==> config.mk <==
export PLATFORM = sky130hd
export DESIGN_NAME = ulpi_rx_packetizer
export DESIGN_NICKNAME = d
export VERILOG_FILES = /design/src/rtl/ulpi_pkg.sv /design/src/rtl/ulpi_rx_fifo.sv /design/src/rtl/ulpi_rx_packetizer.sv
export SDC_FILE = /design/constraint.sdc
export NUM_CORES = 1
export LEC_CHECK = 0
export BUFFER_PORTS_ARGS = -buffer_cell sky130_fd_sc_hd__buf_2
export CAP_MARGIN = 20
export CORE_ASPECT_RATIO = 0.9
export CORE_UTILIZATION = 45
export DETAILED_ROUTE_END_ITERATION = 7
export SYNTH_ARGS = -nofsm -noshare
export SYNTH_HDL_FRONTEND = slang
export SYNTH_SLANG_ARGS = --single-unit
==> constraint.sdc <==
create_clock -name clk -period 4 [get_ports clk]
set_clock_uncertainty 0.1 [all_clocks]
set_input_delay 0.8 -clock clk [delete_from_list [all_inputs] [get_ports clk]]
set_output_delay 0.8 -clock clk [all_outputs]
set_load 0.005 [all_outputs]
==> src/rtl/ulpi_pkg.sv <==
// ---------------------------------------------------------------------------
// ulpi_pkg
// Shared types for the ULPI receive path: RxCmd layout, RxEvent encoding,
// output FIFO entry format, packetizer FSM states and the PID sanity check.
// ---------------------------------------------------------------------------
package ulpi_pkg;

  typedef enum logic [1:0] {
    RXEV_INACTIVE = 2'b00,
    RXEV_ACTIVE   = 2'b01,
    RXEV_HOSTDISC = 2'b10,
    RXEV_ERROR    = 2'b11
  } rxevent_e;

  // RxCmd byte as sent by the PHY, MSB first.
  typedef struct packed {
    logic       alt_int;
    logic       id;
    rxevent_e   rxevent;
    logic [1:0] vbus;
    logic [1:0] line_state;
  } rxcmd_t;

  typedef struct packed {
    logic [7:0] data;
    logic       last;
    logic       err;
  } pkt_entry_t;

  typedef enum logic [1:0] {
    ST_IDLE   = 2'b00,
    ST_ACTIVE = 2'b01,
    ST_DROP   = 2'b10
  } rx_state_e;

  localparam logic [7:0] OVF_CNT_MAX = 8'hFF;

  // A USB PID carries its own check nibble: PID[3:0] is the complement of PID[7:4].
  function automatic logic pid_ok(input logic [7:0] pid);
    return pid[3:0] == ~pid[7:4];
  endfunction

endpackage

==> src/rtl/ulpi_rx_fifo.sv <==
// ---------------------------------------------------------------------------
// ulpi_rx_fifo
// Synchronous first-word-fall-through FIFO of pkt_entry_t.
// Ports:
//   clk, reset   clock / synchronous active-high reset (pointers and count only)
//   push, wdata  write request and entry; ignored when full unless popping
//   pop          read request; ignored when empty
//   rdata        head entry (all zero while empty)
//   count        number of stored entries
//   full, empty  status flags
// ---------------------------------------------------------------------------
module ulpi_rx_fifo
  import ulpi_pkg::*;
#(
  parameter int unsigned FIFO_DEPTH = 16
) (
  input  logic                         clk,
  input  logic                         reset,
  input  logic                         push,
  input  pkt_entry_t                   wdata,
  input  logic                         pop,
  output pkt_entry_t                   rdata,
  output logic [$clog2(FIFO_DEPTH):0]  count,
  output logic                         full,
  output logic                         empty
);

  localparam int unsigned AW = $clog2(FIFO_DEPTH);
  localparam logic [AW:0] LP_FULL = (AW+1)'(FIFO_DEPTH);

  pkt_entry_t  r_mem [FIFO_DEPTH];
  logic [AW-1:0] r_wr_ptr;
  logic [AW-1:0] r_rd_ptr;
  logic [AW:0]   r_count;
  logic          w_do_push;
  logic          w_do_pop;

  assign empty     = (r_count == '0);
  assign full      = (r_count == LP_FULL);
  assign w_do_pop  = pop && !empty;
  // A simultaneous pop frees the slot being written, so push is legal when full.
  assign w_do_push = push && (!full || w_do_pop);
  assign count     = r_count;
  assign rdata     = empty ? '0 : r_mem[r_rd_ptr];

  always_ff @(posedge clk) begin
    if (w_do_push) r_mem[r_wr_ptr] <= wdata;
  end

  always_ff @(posedge clk) begin
    if (reset) begin
      r_wr_ptr <= '0;
      r_rd_ptr <= '0;
      r_count  <= '0;
    end else begin
      if (w_do_push) r_wr_ptr <= r_wr_ptr + AW'(1);
      if (w_do_pop)  r_rd_ptr <= r_rd_ptr + AW'(1);
      unique case ({w_do_push, w_do_pop})
        2'b10:   r_count <= r_count + (AW+1)'(1);
        2'b01:   r_count <= r_count - (AW+1)'(1);
        default: r_count <= r_count;
      endcase
    end
  end

endmodule

==> src/rtl/ulpi_rx_packetizer.sv <==
// ---------------------------------------------------------------------------
// ulpi_rx_packetizer
// Frames ULPI receive bytes into USB packets (last marker + error flag),
// buffers them in an output FIFO and publishes decoded PHY line status.
// Optional feature macro: ULPI_RX_PID_CHECK_EN -- when defined, the first
// byte of each packet is PID-checked and a bad PID flags the packet in error.
// Ports:
//   clk, reset                      clock / synchronous active-high reset
//   rx_cmd, rx_cmd_valid            RxCmd byte strobe from ulpi_link
//   rx_data, rx_data_valid          received data byte strobe
//   rx_turn_end                     PHY released the bus (dir fell)
//   pkt_data/last/err/valid, pkt_ready   FWFT packet byte stream
//   line_state, vbus_state          latched RxCmd fields
//   rx_active, host_disconnect      decoded RxEvent status
//   overflow_cnt                    saturating count of overflowed packets
// ---------------------------------------------------------------------------
module ulpi_rx_packetizer
  import ulpi_pkg::*;
#(
  parameter int unsigned FIFO_DEPTH = 16
) (
  input  logic       clk,
  input  logic       reset,
  input  logic [7:0] rx_cmd,
  input  logic       rx_cmd_valid,
  input  logic [7:0] rx_data,
  input  logic       rx_data_valid,
  input  logic       rx_turn_end,
  output logic [7:0] pkt_data,
  output logic       pkt_last,
  output logic       pkt_err,
  output logic       pkt_valid,
  input  logic       pkt_ready,
  output logic [1:0] line_state,
  output logic [1:0] vbus_state,
  output logic       rx_active,
  output logic       host_disconnect,
  output logic [7:0] overflow_cnt
);

  localparam int unsigned AW = $clog2(FIFO_DEPTH);
  localparam logic [AW:0] LP_NEARFULL = (AW+1)'(FIFO_DEPTH - 1);

  rx_state_e  r_state, w_state_nxt;
  logic [7:0] r_hold;
  logic       r_hold_full, w_hold_full_nxt;
  logic       w_hold_load;
  logic       r_err_acc, w_err_acc_nxt;
  logic [7:0] r_ovf_cnt;
  logic       w_ovf_inc;
  logic [1:0] r_line_state, r_vbus_state;
  logic       r_rx_active, r_host_disc;
  logic       w_pid_bad;

  rxcmd_t     w_cmd;
  logic       w_cmd_vld, w_cmd_start, w_cmd_end, w_end, w_data_vld;
  logic       w_unused_cmd_bits;

  pkt_entry_t w_push_entry, w_head;
  logic       w_push, w_pop, w_full, w_empty, w_free_le1;
  logic [AW:0] w_count;

  assign w_cmd             = rxcmd_t'(rx_cmd);
  assign w_unused_cmd_bits = w_cmd.alt_int ^ w_cmd.id;
  // Data wins over a (protocol-illegal) coincident RxCmd.
  assign w_cmd_vld   = rx_cmd_valid && !rx_data_valid;
  assign w_cmd_start = w_cmd_vld && (w_cmd.rxevent == RXEV_ACTIVE || w_cmd.rxevent == RXEV_ERROR);
  assign w_cmd_end   = w_cmd_vld && (w_cmd.rxevent == RXEV_INACTIVE || w_cmd.rxevent == RXEV_HOSTDISC);
  assign w_end       = w_cmd_end || rx_turn_end;
  // The dir-fall cycle is a turnaround and carries no real byte, so end wins.
  assign w_data_vld  = rx_data_valid && !rx_turn_end;
  // Keep one slot free so the terminating entry always fits.
  assign w_free_le1  = (w_count >= LP_NEARFULL);
  assign w_pop       = pkt_valid && pkt_ready;

`ifdef ULPI_RX_PID_CHECK_EN
  logic r_pid_bad;
  always_ff @(posedge clk) begin
    if (reset || r_state == ST_IDLE) r_pid_bad <= 1'b0;
    else if (w_hold_load && !r_hold_full) r_pid_bad <= !pid_ok(rx_data);
  end
  assign w_pid_bad = r_pid_bad;
`else
  assign w_pid_bad = 1'b0;
`endif

  always_comb begin
    w_state_nxt     = r_state;
    w_hold_full_nxt = r_hold_full;
    w_hold_load     = 1'b0;
    w_err_acc_nxt   = r_err_acc;
    w_push          = 1'b0;
    w_push_entry    = '{data: r_hold, last: 1'b0, err: 1'b0};
    w_ovf_inc       = 1'b0;
    unique case (r_state)
      ST_IDLE: begin
        if (w_cmd_start) begin
          w_state_nxt     = ST_ACTIVE;
          w_err_acc_nxt   = (w_cmd.rxevent == RXEV_ERROR);
          w_hold_full_nxt = 1'b0;
        end
      end
      ST_ACTIVE: begin
        if (w_end) begin
          // An empty hold means a zero-byte packet: nothing is emitted.
          w_push            = r_hold_full;
          w_push_entry.last = 1'b1;
          w_push_entry.err  = r_err_acc || w_pid_bad;
          w_hold_full_nxt   = 1'b0;
          w_state_nxt       = ST_IDLE;
        end else if (w_data_vld) begin
          w_hold_load     = 1'b1;
          w_hold_full_nxt = 1'b1;
          if (r_hold_full) begin
            if (w_free_le1) w_state_nxt = ST_DROP;
            else            w_push      = 1'b1;
          end
        end else if (w_cmd_vld && w_cmd.rxevent == RXEV_ERROR) begin
          w_err_acc_nxt = 1'b1;
        end
      end
      ST_DROP: begin
        if (w_end) begin
          w_push            = 1'b1;
          w_push_entry.last = 1'b1;
          w_push_entry.err  = 1'b1;
          w_ovf_inc         = 1'b1;
          w_hold_full_nxt   = 1'b0;
          w_state_nxt       = ST_IDLE;
        end
      end
      default: w_state_nxt = ST_IDLE;
    endcase
  end

  always_ff @(posedge clk) begin
    if (w_hold_load) r_hold <= rx_data;
  end

  always_ff @(posedge clk) begin
    if (reset) begin
      r_state      <= ST_IDLE;
      r_hold_full  <= 1'b0;
      r_err_acc    <= 1'b0;
      r_ovf_cnt    <= '0;
      r_line_state <= '0;
      r_vbus_state <= '0;
      r_rx_active  <= 1'b0;
      r_host_disc  <= 1'b0;
    end else begin
      r_state     <= w_state_nxt;
      r_hold_full <= w_hold_full_nxt;
      r_err_acc   <= w_err_acc_nxt;
      if (w_ovf_inc && r_ovf_cnt != OVF_CNT_MAX) r_ovf_cnt <= r_ovf_cnt + 8'd1;
      if (w_cmd_vld) begin
        r_line_state <= w_cmd.line_state;
        r_vbus_state <= w_cmd.vbus;
        r_host_disc  <= (w_cmd.rxevent == RXEV_HOSTDISC);
        r_rx_active  <= w_cmd_start;
      end
      if (rx_turn_end) r_rx_active <= 1'b0;
    end
  end

  ulpi_rx_fifo #(.FIFO_DEPTH(FIFO_DEPTH)) u_fifo (
    .clk   (clk),
    .reset (reset),
    .push  (w_push),
    .wdata (w_push_entry),
    .pop   (w_pop),
    .rdata (w_head),
    .count (w_count),
    .full  (w_full),
    .empty (w_empty)
  );

  assign pkt_data        = w_head.data;
  assign pkt_last        = w_head.last;
  assign pkt_err         = w_head.err;
  assign pkt_valid       = !w_empty;
  assign line_state      = r_line_state;
  assign vbus_state      = r_vbus_state;
  assign rx_active       = r_rx_active;
  assign host_disconnect = r_host_disc;
  assign overflow_cnt    = r_ovf_cnt;

endmodule

==> results of run 1 <==
==> cell families after synthesis <==
| logic type | Yosys count | share of synthesized area (%) |
|---|---|---|
| adders and majority gates | 14 | 2.12 |
| muxes | 68 | 14.3 |
| AOI/OAI and AO/OA | 56 | 4.51 |
| DFF | 203 | 69.5 |
| buffers and inverters | 34 | 1.94 |
| xor gates and xnor gates | 11 | 1.17 |
| and+or+nand+nor | 100 | 6.43 |
==> state kept, by name, summed over array words and instances, names as in the netlist, 2 cells and up, named ones only <==
register	count
line_state	2
vbus_state	2
u_fifo.count	5
overflow_cnt	8
r_hold	8
u_fifo.r_mem	160
u_fifo.r_rd_ptr	4
r_state	2
u_fifo.r_wr_ptr	4
==> how the worst max path moves through the flow <==
stage	endpoint	slack, ns	depth (start not counted)	startpoint
after floorplan	u_fifo.count[4]	0.65	14	rx_data_valid
after global placement	u_fifo.count[4]	0.64	13	rx_data_valid
after global routing	pkt_data[6]	0.27	5	flop
after detailed placement	u_fifo.count[4]	0.62	13	rx_data_valid
after CTS	pkt_data[6]	0.39	5	flop
final	pkt_last	0.45	5	u_fifo.count[1]
==> placed cells by master, fill, tap and decap left out, types with 3 or more instances in the layout <==
cell type,Yosys,routed
edfxtp_1,168,168
buf_2,5,44
mux4_2,40,40
dfxtp_1,35,33
mux2i_1,26,26
nor2_1,26,26
clkbuf_16,0,22
nand2_1,19,19
and3_1,15,15
a21oi_1,14,14
ha_1,14,14
o22ai_1,12,12
inv_1,11,11
nand2b_1,9,9
buf_4,1,9
o21ai_0,7,7
xnor2_1,7,7
nor2b_1,6,6
clkinv_2,0,5
xor2_1,4,4
a211oi_1,4,4
nand4_1,3,3
clkbuf_1,14,3
bufinv_16,0,3
==> where the power goes <==
part,internal (mW),switching (mW)
sequential,2.29,0.0235
clock,1.23,0.794
combinational,0.0382,0.0590
==> stage by stage <==
stage                     instance area, um^2  instances  utilization (%)  hold WS [ns]
after floorplan                          8270        486                -         0.348
after global placement                   8780        758             49.4         0.341
after detailed placement                 8780        758             49.4         0.346
after CTS                                9510        797             53.5         0.354
after global routing                     9510        797             53.5         0.359
final                                    9510        797             53.5         0.357
==> worst max-delay path: stages (launching register included) <==
cell,delay [ns]
dfxtp_1,0.40
or4_4,0.56
or2_1,0.34
nand2b_1,0.45
o22ai_1,0.22
buf_2,0.17
==> area by class of cell <==
cell class	instances	area share [%]
Timing Repair Buffer	55	3.45
Clock inverter	13	1.63
Inverter	11	0.434
Tap cell	240	3.16
Clock buffer	26	6.05
Multi-Input combinational cell	249	24.8
Sequential cell	203	60.5
==> routing by layer <==
metal / vias to the layer above / share of wire [%] / global-route usage (%)
li1: 2027 / - / -
met1: 2170 / 48 / 24.7
met2: 109 / 46 / 27.5
met3: 30 / 3.7 / 2.81
met4: 0 / 2.2 / 5.20
met5: - / 0 / 0
==> cells in the mapped netlist (2+ instances only) <==
library cell	n	share of area (%)
a211oi_1	4	0.36
a21o_1	2	0.18
dfxtp_1	35	8.5
nand3b_1	2	0.18
and2_1	2	0.15
nor3_1	2	0.12
nand2b_1	9	0.68
mux2i_1	26	3.1
o21ai_0	7	0.42
nand2_1	19	0.86
or3_1	2	0.15
nor2b_1	6	0.45
inv_1	11	0.50
a21oi_1	14	0.85
o22ai_1	12	0.91
ha_1	14	2.1
or4_1	2	0.18
buf_6	3	0.41
edfxtp_1	168	61
and3_1	15	1.1
nor2_1	26	1.2
nand3_1	2	0.12
nand2_2	2	0.15
nor4_1	2	0.15
nand4_1	3	0.23
buf_2	5	0.30
a31oi_1	2	0.15
clkbuf_1	14	0.64
xor2_1	4	0.42
a211o_1	2	0.21
mux4_2	40	11
xnor2_1	7	0.74
==> metrics, run 1 <==
run status=completed; total power=4.44 mW; largest net degree at the start of global routing=39; hold depth=2; CP endpoint kind=output pin; grt ovf=0; synthesized cell area=8270 um^2; Post-CTS Setup Repair Bufs=0; Fin. Hold Viols=0; Yosys warnings=0; fin worst setup slack=0.453 ns; Worst Hold Class=flop to flop; residual DRC count=0; measured slew at the worst slew-check pin=0.985 ns; Mapped Cells=486; Hold EP=vbus_state[1]; syn_nets=522; multi-input logic area=2360 um^2; Reg-to-Reg Start=u_fifo.count[1]; number of port buffers=44; pwr dens=466 nW/um^2; Site Rows=46; RSZ-0062 raised after global routing=no; Setup Viol. Count Final=0; Detail Route Antenna Nets=0; asr flop ratio synth=0%; CTS Root Cell=clkbuf_16; H-tree Lvls=1; critical setup path kind=flop to output pin; top-level port count=47; fin crit share=88.7%; Initial Util=46.5%; DR vias/cell=5.44; Seq/Total Area, Yosys=69.5%; die area=18900 um^2; Reg2Reg Setup Slack=0.91 ns; layout cells sized above 1=25.1%; initial DRC count=301; Leak=3.19 nW; CTS sink cnt=203; Die H=131 um; post-synthesis area per instance=17.0 um^2; hold_sp=vbus_state[1]; synth unique cells=54; CTS tree=done; Post-DP HPWL=10.2 mm; MaxCap Viol Count=0; Setup Slack @ Placement=0.615 ns; antenna violations before repair=0; FF+latch count, synth=203; Fillers=1408; VDD IR max=0.301 mV; GRT Total Usage=17.3%; fin crit period=3.55 ns; area delta synth->final=15.0%; number of buffers created by CTS=22; worst-skew pair later-pin latency=0.51 ns; GPL Wtd Cong=0.744; vias=4336; final net count=578; WP data required=3.10 ns; number of global-route vias before repair=4237; Fmax achieved=282 MHz; max-slew violations=0; Max clock buf depth=3; EDFF count, synth=168; nature of the critical path startpoint=flop; Hold Buf Count CTS=0; sequential cell area=5750 um^2; diode count=0; Die Span X=145 um; ys flop type=edfxtp_1; Total Neg Setup Slack=0 ns; DR pass1 iterations=4; FF-to-FF path depth=10; slew margin rel.=34.1%; detailed-route wire length=15.7 mm; CTS clk-pin slew, worst paths=0.06 ns; core box area=17800 um^2; first-pass GRT wire length=23.8 mm; arrival time worst endpoint=2.65 ns; post-cts resize count=0; Max Fanout on Critical Path=10; reg2reg end=u_fifo.count[4]; wire length per cell=19.7 um
No activity file was read; power rests on OpenSTA's default activity.
==> run 2, diff against run 1 <==
CAP_MARGIN = 0   (was 20)
REMOVE_ABC_BUFFERS = 1   (was not set)
==> run 2 against run 1 <==
Compared with the run above: worst setup slack improved by 0.013 ns; combinational power decreased by 2.1%; largest power group unchanged; critical path type unchanged; utilization decreased by 0.48 points.
==> metrics, run 2 (synthesis results as in run 1) <==
antenna violations before repair=0 (unchanged); CTS Root Cell=clkbuf_16; Post-CTS Setup Repair Bufs=0 (unchanged); vias=4338 (+0.046%); top-level port count=47 (unchanged); Site Rows=46 (unchanged); GPL Wtd Cong=0.794 (+6.7%); crit path cell chain=or4_4 -> or2_1 -> nand2b_1 -> o22ai_1 -> buf_2; measured slew at the worst slew-check pin=0.957 ns (-0.0278 ns); Reg with most FFs=u_fifo.r_mem; number of buffers created by CTS=22 (unchanged); Largest stage delay, worst path=0.56 ns (about the same); initial DRC count=299 (-0.66%); Clock Power Share=44.3% (-1.2 points); arrival time worst endpoint=2.63 ns (-0.02 ns); Die H=131 um (unchanged); Max Fanout on Critical Path=10 (unchanged); sequential share of power=53.5% (+1.2 points); GRT Total Usage=17.9% (+0.59 points); critical path's slowest cell=or4_4; residual DRC count=0 (unchanged); Hold Buf Count CTS=0 (unchanged); first-pass GRT wire length=24.6 mm (+3.2%); most common cell after layout, fill and taps aside=edfxtp_1; Fin. Hold Viols=0 (unchanged); Fmax achieved=283 MHz (+0.38%); Detail Route Antenna Nets=0 (unchanged); wire length per cell=20.2 um (+2.3%); number of port buffers=44 (unchanged); run status=completed; grt ovf=0 (unchanged); Max clock buf depth=3 (unchanged); fin crit period=3.53 ns (-0.0134 ns); WP data required=3.10 ns (about the same); worst-skew pair later-pin latency=0.50 ns (about the same); CTS tree=done; slew margin rel.=36.0% (+1.9 points); Initial Util=46.5% (unchanged); Int Power=3.47 mW (-2.6%); Comb power frac=2.2% (about the same); most frequent cells in the layout=edfxtp_1 (168), buf_2 (44), mux4_2 (40); core box area=17800 um^2 (unchanged); Setup Slack @ Placement=0.527 ns (-0.0883 ns); RSZ-0062 raised after global routing=no; diode count=0 (unchanged); post-cts resize count=0 (unchanged); DR pass1 iterations=4 (unchanged); die area=18900 um^2 (unchanged); layout cells sized above 1=23.7% (-1.4 points); CTS sink cnt=203 (unchanged); max-slew violations=0 (unchanged); Post-DP HPWL=9.56 mm (-6.7%); DR vias/cell=5.47 (+0.55%); largest net degree at the start of global routing=41 (+5.1%); nature of the critical path startpoint=flop; Worst Hold Class=flop to flop; fin worst setup slack=0.466 ns (+0.0134 ns); Leak=3.15 nW (-1.4%); Total Neg Setup Slack=0 ns (unchanged); number of global-route vias before repair=4336 (+2.3%); H-tree Lvls=1 (unchanged); final net count=574 (-0.69%); CTS clk-pin slew, worst paths=0.06 ns (about the same); pwr dens=459 nW/um^2 (-1.6%); fin crit share=88.3% (-0.34 points); WHS=0.348 ns (-0.00897 ns); Die Span X=145 um (unchanged); Sw Pwr=858 uW (-2.2%); detailed-route wire length=16.0 mm (+1.8%); CP endpoint kind=output pin; critical setup path kind=flop to output pin; Finished Core Util=53.0% (-0.48 points); max reg flops=160 (unchanged); VDD IR max=0.273 mV (-9.3%); switching part of the total power=19.8% (+0.064 points); Setup Viol. Count Final=0 (unchanged); MaxCap Viol Count=0 (unchanged); area delta synth->final=14.0%
==> run 2: routing by layer <==
| metal | up-vias | part of all wire (%) | routed length, um | global-route usage, % |
|---|---|---|---|---|
| li1 | 2024 | - | - | - |
| met1 | 2180 | 46 | 7420 | 25.1 |
| met2 | 103 | 47 | 7460 | 28.4 |
| met3 | 31 | 4.3 | 685 | 2.81 |
| met4 | 0 | 2.6 | 415 | 6.56 |
| met5 | - | 0 | 0 | 0 |
==> run 2: through the flow <==
step | std cells | instance area (um^2) | power, mW
CTS | 793 | 9420 | 4.36
finish | 793 | 9420 | 4.32
global placement | 754 | 8740 | 2.45
detailed placement | 754 | 8740 | 2.46
floorplan | 463 | 8150 | 2.41
global route | 793 | 9420 | 4.46
==> run 2: path summary, 6_finish.rpt <==
path,start,endpoint,slack (ns),cells after the start
hold / removal,host_disconnect,host_disconnect,0.35,2
setup reg to reg,u_fifo.count[1],u_fifo.count[4],0.91,10
hold reg to reg,host_disconnect,host_disconnect,0.35,2
setup / recovery,u_fifo.count[1],pkt_data[0],0.47,5
==> run 2: worst max-delay path, delay by kind of cell, from the launching register on <==
family          cells  cell delay, ns
simple gates        3            1.32
compound gates      1            0.25
flops               1            0.39
buf+inv             1            0.18
==> run 2: power by group through the flow <==
| stage | Clock [mW] | Sequential [mW] | Combinational, mW |
|---|---|---|---|
| final | 1.91 | 2.32 | 0.0951 |
| after global routing | 2.03 | 2.32 | 0.109 |
| after CTS | 1.95 | 2.32 | 0.0964 |
| after detailed placement | 0 | 2.36 | 0.0959 |
| after global placement | 0 | 2.36 | 0.0940 |
| after floorplan | 0 | 2.35 | 0.0582 |
==> run 2: final cells by class <==
type	count	area (um^2)
Fill cell	1429	8360
Sequential cell	203	5750
Multi-Input combinational cell	249	2360
Clock buffer	25	562
Tap cell	240	300
Timing Repair Buffer	51	285
Clock inverter	14	121
Inverter	11	41.3
==> run 3, diff against run 2 <==
GPL_TIMING_DRIVEN = 0   (was not set)
==> run 3 against run 2 <==
Compared with the run above: combinational power up 0.7%; wire length up 0.88%; final area down 0.45%; global-route usage up 0.21 points; via count up 0.21%; utilization down 0.24 points; register-to-register slack worse by 0.57 ns; fmax down 3.9%; largest cell class unchanged.
==> metrics, run 3 (synthesis results as in run 1) <==
Die H=131 um (unchanged); crit path cell chain=buf_2 -> nor3b_2 -> o21ai_0 -> a21oi_2 -> inv_1 -> ha_1 -> xor2_1 -> ha_1 -> a211o_1 -> a21oi_1 -> a221oi_1 -> or3_1 -> a21oi_1; Max clock buf depth=3 (unchanged); Reg with most FFs=u_fifo.r_mem; VDD IR max=0.314 mV (+15%); most common cell after layout, fill and taps aside=edfxtp_1; Routed met1 length=7.64 mm (+3.1%); WHS=0.352 ns (+0.00339 ns); Setup Viol. Count Final=0 (unchanged); Initial Util=46.5% (unchanged); CTS Root Cell=clkbuf_16; max-slew violations=0 (unchanged); initial DRC count=271 (-9.4%); GRT Total Usage=18.1% (+0.21 points); Fin. Hold Viols=0 (unchanged); DR vias/cell=5.50 (+0.59%); GPL Wtd Cong=0.723 (-8.9%); final net count=570 (-0.70%); CP top delay family=compound AO/OA/AOI/OAI gates; largest net degree at the start of global routing=41 (unchanged); antenna violations before repair=0 (unchanged); nature of the critical path startpoint=input pin; critical setup path kind=input pin to flop; RSZ-0062 raised after global routing=no; detailed-route wire length=16.1 mm (+0.88%); fin worst setup slack=0.322 ns (-0.144 ns); placed instance area=8720 um^2 (-0.21%); WP buf/inv=2 (+1); CTS clk-pin slew, worst paths=0.06 ns (about the same); number of port buffers=44 (unchanged); layout cells sized above 1=23.5% (-0.23 points); die area=18900 um^2 (unchanged); fin crit period=3.68 ns (+0.144 ns); Final Cell Area=9380 um^2 (-0.45%); Layout Cells excl Fill=790 (-0.38%); Max Fanout on Critical Path=20 (+10); run status=completed; CTS tree=done; CP endpoint kind=flop; Finished Core Util=52.7% (-0.24 points); fin crit share=91.9% (+3.6 points); CTS sink cnt=203 (unchanged); Worst Hold Class=flop to flop; measured slew at the worst slew-check pin=1.19 ns (+0.233 ns); Cells after DPL=750 (-0.53%); Fmax achieved=272 MHz (-3.9%); first-pass GRT wire length=24.8 mm (+1.2%); WP data required=4.31 ns (+1.21 ns); slew margin rel.=20.3% (-16 points); wire length per cell=20.4 um (+1.3%); vias=4347 (+0.21%); top-level port count=47 (unchanged); Setup Slack @ Placement=-0.460 ns (-0.987 ns); grt ovf=0 (unchanged); Fillers=1425 (-0.28%); MaxCap Viol Count=0 (unchanged); Site Rows=46 (unchanged); residual DRC count=0 (unchanged); diode count=0 (unchanged); number of global-route vias before repair=4392 (+1.3%); arrival time worst endpoint=3.99 ns (+1.36 ns); Detail Route Antenna Nets=0 (unchanged); critical path's slowest cell=a21oi_2; pwr dens=451 nW/um^2 (-1.8%); Post-DP HPWL=9.64 mm (+0.86%); worst-skew pair later-pin latency=0.50 ns (about the same); top routing layer used=met4; area delta synth->final=13.5%; max reg flops=160 (unchanged); H-tree Lvls=1 (unchanged); number of buffers created by CTS=22 (unchanged); met2 WL=7.50 mm (+0.46%); met3 WL=720 um (+5.1%); Post-CTS Setup Repair Bufs=0 (unchanged); most frequent cells in the layout=edfxtp_1 (168), buf_2 (45), mux4_2 (40); core box area=17800 um^2 (unchanged); DR pass1 iterations=4 (unchanged); Leak=3.11 nW (-1.0%); Largest stage delay, worst path=0.64 ns (+0.08 ns); Die Span X=145 um (unchanged)
[run 3: worst reg2reg max path: cells and delay by family, from the launching register on]
family	cells	cell delay, ns
AO/OA/AOI/OAI	7	1.54
XOR/XNOR	1	0.18
adder cells (fa/ha/maj)	3	0.85
buffers and inverters	2	0.23
flip-flops	1	0.34
AND/OR/NAND/NOR	1	0.34
[run 3: layout make-up]
class / instances / area [um^2] / area share [%]
flip-flops and latches: 203 / 5750 / 61.3
multi-input cells: 249 / 2370 / 25.3
clock buffers: 33 / 612 / 6.52
well taps: 240 / 300 / 3.20
repair buffers: 47 / 264 / 2.81
clock inverters: 7 / 42.5 / 0.454
inverters: 11 / 41.3 / 0.440
[run 3: timing repair]
item / 4_1_cts / 5_1_grt
setup endpoints to repair: 0 / 2
gates resized for setup: 0 / 1
hold buffers: 0 / 0
[run 3: layer usage]
layer | up-vias | GRT usage [%]
met5 | - | 0
met4 | 0 | 4.15
met3 | 17 | 3.28
met2 | 99 | 29.1
met1 | 2224 | 25.8
li1 | 2007 | -
[run 3: path summary, 6_finish.rpt]
check,start,to,slack [ns],cells after the start
worst max-delay path,rx_data_valid,u_fifo.count[4],0.32,13
worst min-delay path,vbus_state[1],vbus_state[1],0.35,2
worst max register to register,r_state[1],u_fifo.count[4],0.34,14
worst min register to register,vbus_state[1],vbus_state[1],0.35,2
[run 3: report_power, final]
group	total [mW]	internal, mW	leakage [nW]	switching (mW)
clock	1.82	1.06	0.319	0.759
sequential	2.31	2.29	1.80	0.0208
combinational	0.0958	0.0370	0.990	0.0588
[run 3: through the flow]
step,power [mW],setup TNS (ns)
final,4.23,0
after global routing,4.36,0
after CTS,4.27,0
after detailed placement,2.46,-0.639
after global placement,2.45,-11.32
after floorplan,2.41,0
